<file path="config.mk">
export PLATFORM = sky130hd
export DESIGN_NAME = output_port_switch
export DESIGN_NICKNAME = d
export VERILOG_FILES = /design/src/rtl/output_port_switch.sv
export SDC_FILE = /design/constraint.sdc
export NUM_CORES = 1
export LEC_CHECK = 0
export CORE_UTILIZATION = 34
export CTS_BUF_LIST = sky130_fd_sc_hd__clkbuf_2 sky130_fd_sc_hd__clkbuf_4 sky130_fd_sc_hd__clkbuf_8
export CTS_CLUSTER_SIZE = 40
export DETAILED_ROUTE_END_ITERATION = 10
export PLACE_DENSITY = 0.8
export SYNTH_ARGS = -nofsm -noshare
export SYNTH_HDL_FRONTEND = slang
export SYNTH_SLANG_ARGS = --single-unit
</file>
<file path="constraint.sdc">
create_clock -name clk -period 3.3 [get_ports clk]
set_input_delay 0.33 -clock clk [delete_from_list [all_inputs] [get_ports clk]]
set_output_delay 0.33 -clock clk [all_outputs]
set_load 0.01 [all_outputs]
</file>
<file path="src/rtl/output_port_switch.sv">
// Output-port switch: locks the port to one input for the length of a wormhole
// packet and forwards flits under credit-based flow control.
module output_port_switch #(
    parameter int FLIT_WIDTH = 34,
    parameter int CREDIT_MAX = 4
) (
    input  logic                  clk,
    input  logic                  rst_n,
    input  logic [2:0]            rr_priority_to_cs_i,
    input  logic                  rr_valid_i,
    input  logic [4:0]            flit_valid_i,
    input  logic [FLIT_WIDTH-1:0] flit_n_i,
    input  logic [FLIT_WIDTH-1:0] flit_s_i,
    input  logic [FLIT_WIDTH-1:0] flit_w_i,
    input  logic [FLIT_WIDTH-1:0] flit_e_i,
    input  logic [FLIT_WIDTH-1:0] flit_l_i,
    input  logic                  credit_i,
    output logic [4:0]            grant_o,
    output logic                  rr_change_order_o,
    output logic [FLIT_WIDTH-1:0] flit_o,
    output logic                  flit_valid_o,
    output logic                  busy_o,
    output logic                  err_o
);
    typedef enum logic {IDLE, ACTIVE} state_t;

    localparam logic [1:0] TYPE_BODY   = 2'b00;
    localparam logic [1:0] TYPE_HEAD   = 2'b01;
    localparam logic [1:0] TYPE_TAIL   = 2'b10;
    localparam logic [1:0] TYPE_SINGLE = 2'b11;
    localparam logic [3:0] CREDIT_FULL = 4'(CREDIT_MAX);

    state_t                state_q, state_d;
    logic [2:0]            lock_sel_q, lock_sel_d;
    logic [3:0]            credit_q;
    logic                  err_q;
    logic [2:0]            sel;
    logic                  sel_ok, sel_present, can_send;
    logic                  granted, change, err_set, credit_err;
    logic [FLIT_WIDTH-1:0] sel_flit, fwd_flit;
    logic [1:0]            sel_type;

    assign can_send = (credit_q != 4'd0);
    assign sel      = (state_q == ACTIVE) ? lock_sel_q : rr_priority_to_cs_i;
    assign sel_ok   = (sel <= 3'd4);
    assign sel_type = sel_flit[FLIT_WIDTH-1 -: 2];

    always_comb begin
        sel_flit    = flit_l_i;
        sel_present = flit_valid_i[0];
        case (sel)
            3'd0:    begin sel_flit = flit_n_i; sel_present = flit_valid_i[4]; end
            3'd1:    begin sel_flit = flit_s_i; sel_present = flit_valid_i[3]; end
            3'd2:    begin sel_flit = flit_w_i; sel_present = flit_valid_i[2]; end
            3'd3:    begin sel_flit = flit_e_i; sel_present = flit_valid_i[1]; end
            default: begin sel_flit = flit_l_i; sel_present = flit_valid_i[0]; end
        endcase
    end

    always_comb begin
        state_d    = state_q;
        lock_sel_d = lock_sel_q;
        granted    = 1'b0;
        change     = 1'b0;
        err_set    = 1'b0;
        fwd_flit   = sel_flit;
        if (state_q == IDLE) begin
            if (rr_valid_i) begin
                if (!sel_ok) begin
                    err_set = 1'b1;
                end else if (sel_present && can_send) begin
                    case (sel_type)
                        TYPE_HEAD: begin
                            granted    = 1'b1;
                            lock_sel_d = sel;
                            state_d    = ACTIVE;
                        end
                        TYPE_SINGLE: begin
                            granted = 1'b1;
                            change  = 1'b1;
                        end
                        default: err_set = 1'b1;
                    endcase
                end
            end
        end else if (sel_present && can_send) begin
            granted = 1'b1;
            case (sel_type)
                TYPE_BODY: err_set = 1'b0;
                TYPE_TAIL: begin
                    change  = 1'b1;
                    state_d = IDLE;
                end
                // stray head/single inside a packet is passed on retyped as body
                default: begin
                    err_set                      = 1'b1;
                    fwd_flit[FLIT_WIDTH-1 -: 2] = TYPE_BODY;
                end
            endcase
        end
    end

    assign credit_err        = credit_i && !granted && (credit_q == CREDIT_FULL);
    assign grant_o           = (granted && rst_n) ? (5'b10000 >> sel) : '0;
    assign rr_change_order_o = change && rst_n;
    assign busy_o            = (state_q == ACTIVE);
    assign err_o             = err_q;

    always_ff @(posedge clk or negedge rst_n) begin
        if (!rst_n) begin
            state_q      <= IDLE;
            lock_sel_q   <= '0;
            credit_q     <= CREDIT_FULL;
            err_q        <= 1'b0;
            flit_o       <= '0;
            flit_valid_o <= 1'b0;
        end else begin
            state_q      <= state_d;
            lock_sel_q   <= lock_sel_d;
            err_q        <= err_q | err_set | credit_err;
            flit_valid_o <= granted;
            if (granted) flit_o <= fwd_flit;
            if (granted && !credit_i)
                credit_q <= credit_q - 4'd1;
            else if (credit_i && !granted && (credit_q != CREDIT_FULL))
                credit_q <= credit_q + 4'd1;
        end
    end
endmodule

</file>
==> results.sh <==
export IMPL_root_buffer="clkbuf_8"
export IMPL_worstSkewPairLatency_ns=0.29
export IMPL_p_int_mw=2.01
export IMPL_routedWlPerCell_um=15.5
export IMPL_clkSinkCount=44
export IMPL_grt_max_degree=73
export IMPL_powerDensity_mw_per_mm2=559
export IMPL_p_sw_mw=1.30
export IMPL_seqPwrFrac_pct=29.7
export IMPL_seq_area_frac_synth_pct=32.4
export IMPL_setup_viol=0
export IMPL_overflow=0
export IMPL_synth_top_area_cell="dfrtp_1"
export IMPL_rows=36
export IMPL_syn_inst=446
export IMPL_synth_area_leaders="dfrtp_1, a21oi_1, a311oi_1"
export IMPL_synth_compound_area_share_pct=30.5
export IMPL_fin_crit_sh_pct=94.7
export IMPL_ys_types=44
export IMPL_path_class="register to primary output"
export IMPL_p_comb_share_pct=59.3
export IMPL_synthMuxAreaShare_pct=5.30
export IMPL_synth_area_sq_mm=0.00340
export IMPL_ys_seq_elements=44
export IMPL_syn_num_nets=631
export IMPL_diodes=0
export IMPL_max_cap_violations=0
export IMPL_cts_tree="done"
export IMPL_worst_slack_ns=0.175
export IMPL_start_util_pct=34.9
export IMPL_start_kind="register"
export IMPL_final_core_util_pct=60.8
export IMPL_power_frac_clock_pct=10.9
export IMPL_fmaxAchievable_mhz=320
export IMPL_cp_max_fo=6
export IMPL_final_hold_viol_count=0
export IMPL_track_usage_pct=23.4
export IMPL_ant_nets=0
export IMPL_slew_headroom_pct=54.5
export IMPL_post_place_ws_ns=0.0565
export IMPL_endpoint_kind="primary output"
export IMPL_dieArea_sq_mm=0.0104
export IMPL_coreArea_sq_mm=0.00973
export IMPL_worst_pin_slew_ns=0.683
export IMPL_slew_viol_final=0
export IMPL_min_period_ns=3.13
export IMPL_critical_path_arrival_ns=2.80
export IMPL_vias_per_cell=5.27
export IMPL_fp_dieH_um=102
export IMPL_synth_top_family_by_area="compound AO/OA/AOI/OAI gates"
export IMPL_clockBufferDepth=2
export IMPL_setup_tns_ns=0
export IMPL_synth_simple_area_share_pct=23.8
export IMPL_drc_errors=0
export IMPL_synthArstFlopShare_pct=100
export IMPL_synth_most_common_cell="a21oi_1"
export IMPL_cts_clk_slew_worst_paths_ns=0.07
export IMPL_io_pins=225
export IMPL_firstDrtPassIters=4
export IMPL_synthXorXnorAreaFrac_pct=0.773
export IMPL_io_buffer_count=224
export IMPL_worstPathRequired_ns=2.97
export IMPL_hold_class="input port to asynchronous set/reset pin"
export IMPL_fin_nets=843
export IMPL_routed_wl_um=12300
export IMPL_yosys_warnings=0
export IMPL_synth_adder_area_share_pct=1.33
export IMPL_drive_gt1_share_pct=6.98
export IMPL_leakage_nw=2.34
export IMPL_power_switching_share_pct=39.3
export IMPL_drt_iter0_drc=139
export IMPL_synth_top_area_share_pct=31.7
export IMPL_vias=4177
export IMPL_grt_pass1_vias=4013
export IMPL_numCtsBuffers=5
export IMPL_die_w_um=102
export IMPL_antenna_found_initial=0
export IMPL_skew_ns=0.00646
export IMPL_area_delta_synth_final_pct=74.1
export IMPL_synth_edff_count=0
export IMPL_status="completed"
export IMPL_synth_main_ff_cell="dfrtp_1"
export IMPL_peakVddDrop_uv=260
export IMPL_dp_hpwl_um=9680
export IMPL_holdBufCountCts=0
export IMPL_htree_levels=2
export IMPL_synth_area_per_cell_sq_um=7.62
export IMPL_synth_common_cells="a21oi_1, nand2_1, dfrtp_1"
export IMPL_rsz0062_at_grt="no"
export IMPL_routabilityCongestion=0.918
export IMPL_grt_pass1_wl_um=19000
repair_timing:
action,in CTS,in global routing
resized for setup,1,10
buffers inserted,0,2
pin swaps,0,1
endpoints found under the setup margin,1,7
registers in the layout (all words and copies together), names as in the netlist:
register	flops
busy_o	1
credit_q	4
err_o	1
flit_o	34
flit_valid_o	1
lock_sel_q	3
per-stage QoR:
| stage | area, sq um | cells | hold WS [ns] | power [mW] |
|---|---|---|---|---|
| after global routing | 5910 | 792 | 0.0694 | 3.56 |
| after detailed placement | 5770 | 782 | 0.355 | 2.94 |
| after floorplan | 3400 | 446 | 0.0344 | 2.00 |
| after CTS | 5870 | 790 | 0.0367 | 3.31 |
| final | 5910 | 792 | 0.0306 | 3.31 |
| after global placement | 5770 | 782 | 0.345 | 2.87 |
placed cells by master (no fill, tap or decap), types with 2 or more instances in the layout:
| cell type | instances |
|---|---|
| clkdlybuf4s50_1 | 218 |
| a21oi_1 | 76 |
| nand2_1 | 73 |
| nor2_1 | 42 |
| dfrtp_1 | 42 |
| a311oi_1 | 34 |
| a211oi_1 | 32 |
| and2_1 | 32 |
| buf_4 | 20 |
| mux2i_1 | 9 |
| nor3_1 | 7 |
| inv_1 | 6 |
| clkbuf_8 | 6 |
| nand3_1 | 5 |
| dlymetal6s2s_1 | 5 |
| o21ai_1 | 4 |
| mux2_2 | 3 |
| nand2b_1 | 3 |
| nor3_2 | 3 |
| o21ai_0 | 3 |
| xnor2_1 | 3 |
| mux2i_4 | 2 |
| mux2i_2 | 2 |
| nor3b_1 | 2 |
| o22ai_1 | 2 |
| a21o_1 | 2 |
| ha_1 | 2 |
| clkbuf_4 | 2 |
critical path: stages (launching register included):
cell,delay [ns]
dfrtp_2,0.45
buf_4,0.17
buf_4,0.14
mux2i_4,0.30
nand3_1,0.12
o21ai_1,0.18
nor3_2,0.06
or2_1,0.24
inv_2,0.08
nand2_2,0.09
nor2_1,0.12
clkdlybuf4s50_1,0.55
cell families after synthesis:
logic type                 Yosys count
AOI/OAI and AO/OA                  159
xor gates and xnor gates             3
adders and majority gates            3
buffers and inverters               46
DFF                                 44
muxes                               16
and+or+nand+nor                    175
power groups by stage:
stage               Sequential [mW]  Clock, mW  Combinational [mW]
CTS                           0.982      0.373                1.96
finish                        0.983      0.362                1.96
global placement              0.977          0                1.89
global route                   1.02      0.393                2.15
detailed placement            0.986          0                1.95
floorplan                      1.05          0               0.944
worst paths after layout:
kind,from,end,slack [ns],depth (start not counted)
min in group clk,flit_o[32]$_DFFE_PN0N_,flit_o[32]$_DFFE_PN0N_,0.48,1
worst max-delay path,busy_o$_DFF_PN0_,grant_o[2],0.17,11
worst max register to register,busy_o$_DFF_PN0_,credit_q[3]$_DFFE_PN0P_,0.29,16
max in group asynchronous,rst_n,credit_q[2]$_DFFE_PN1P_,2.48,2
worst min-delay path,rst_n,flit_o[32]$_DFFE_PN0N_,0.03,1
worst min register to register,flit_o[32]$_DFFE_PN0N_,flit_o[32]$_DFFE_PN0N_,0.48,1
per-layer routing:
metal	vias to the layer above	part of all wire, %	track usage [%]
li1	2045	-	-
met1	1919	40	27.0
met2	183	50	41.5
met3	30	7.2	6.22
met4	0	2.7	8.68
met5	-	0	0
area by class of cell:
class / count / area (sq um)
multi-input cells: 356 / 2120
fillers: 885 / 3810
repair buffers: 244 / 2400
clock buffers: 8 / 97.6
flip-flops and latches: 44 / 1100
inverters: 7 / 26.3
well taps: 133 / 166
No activity file was read; power rests on OpenSTA's default activity.
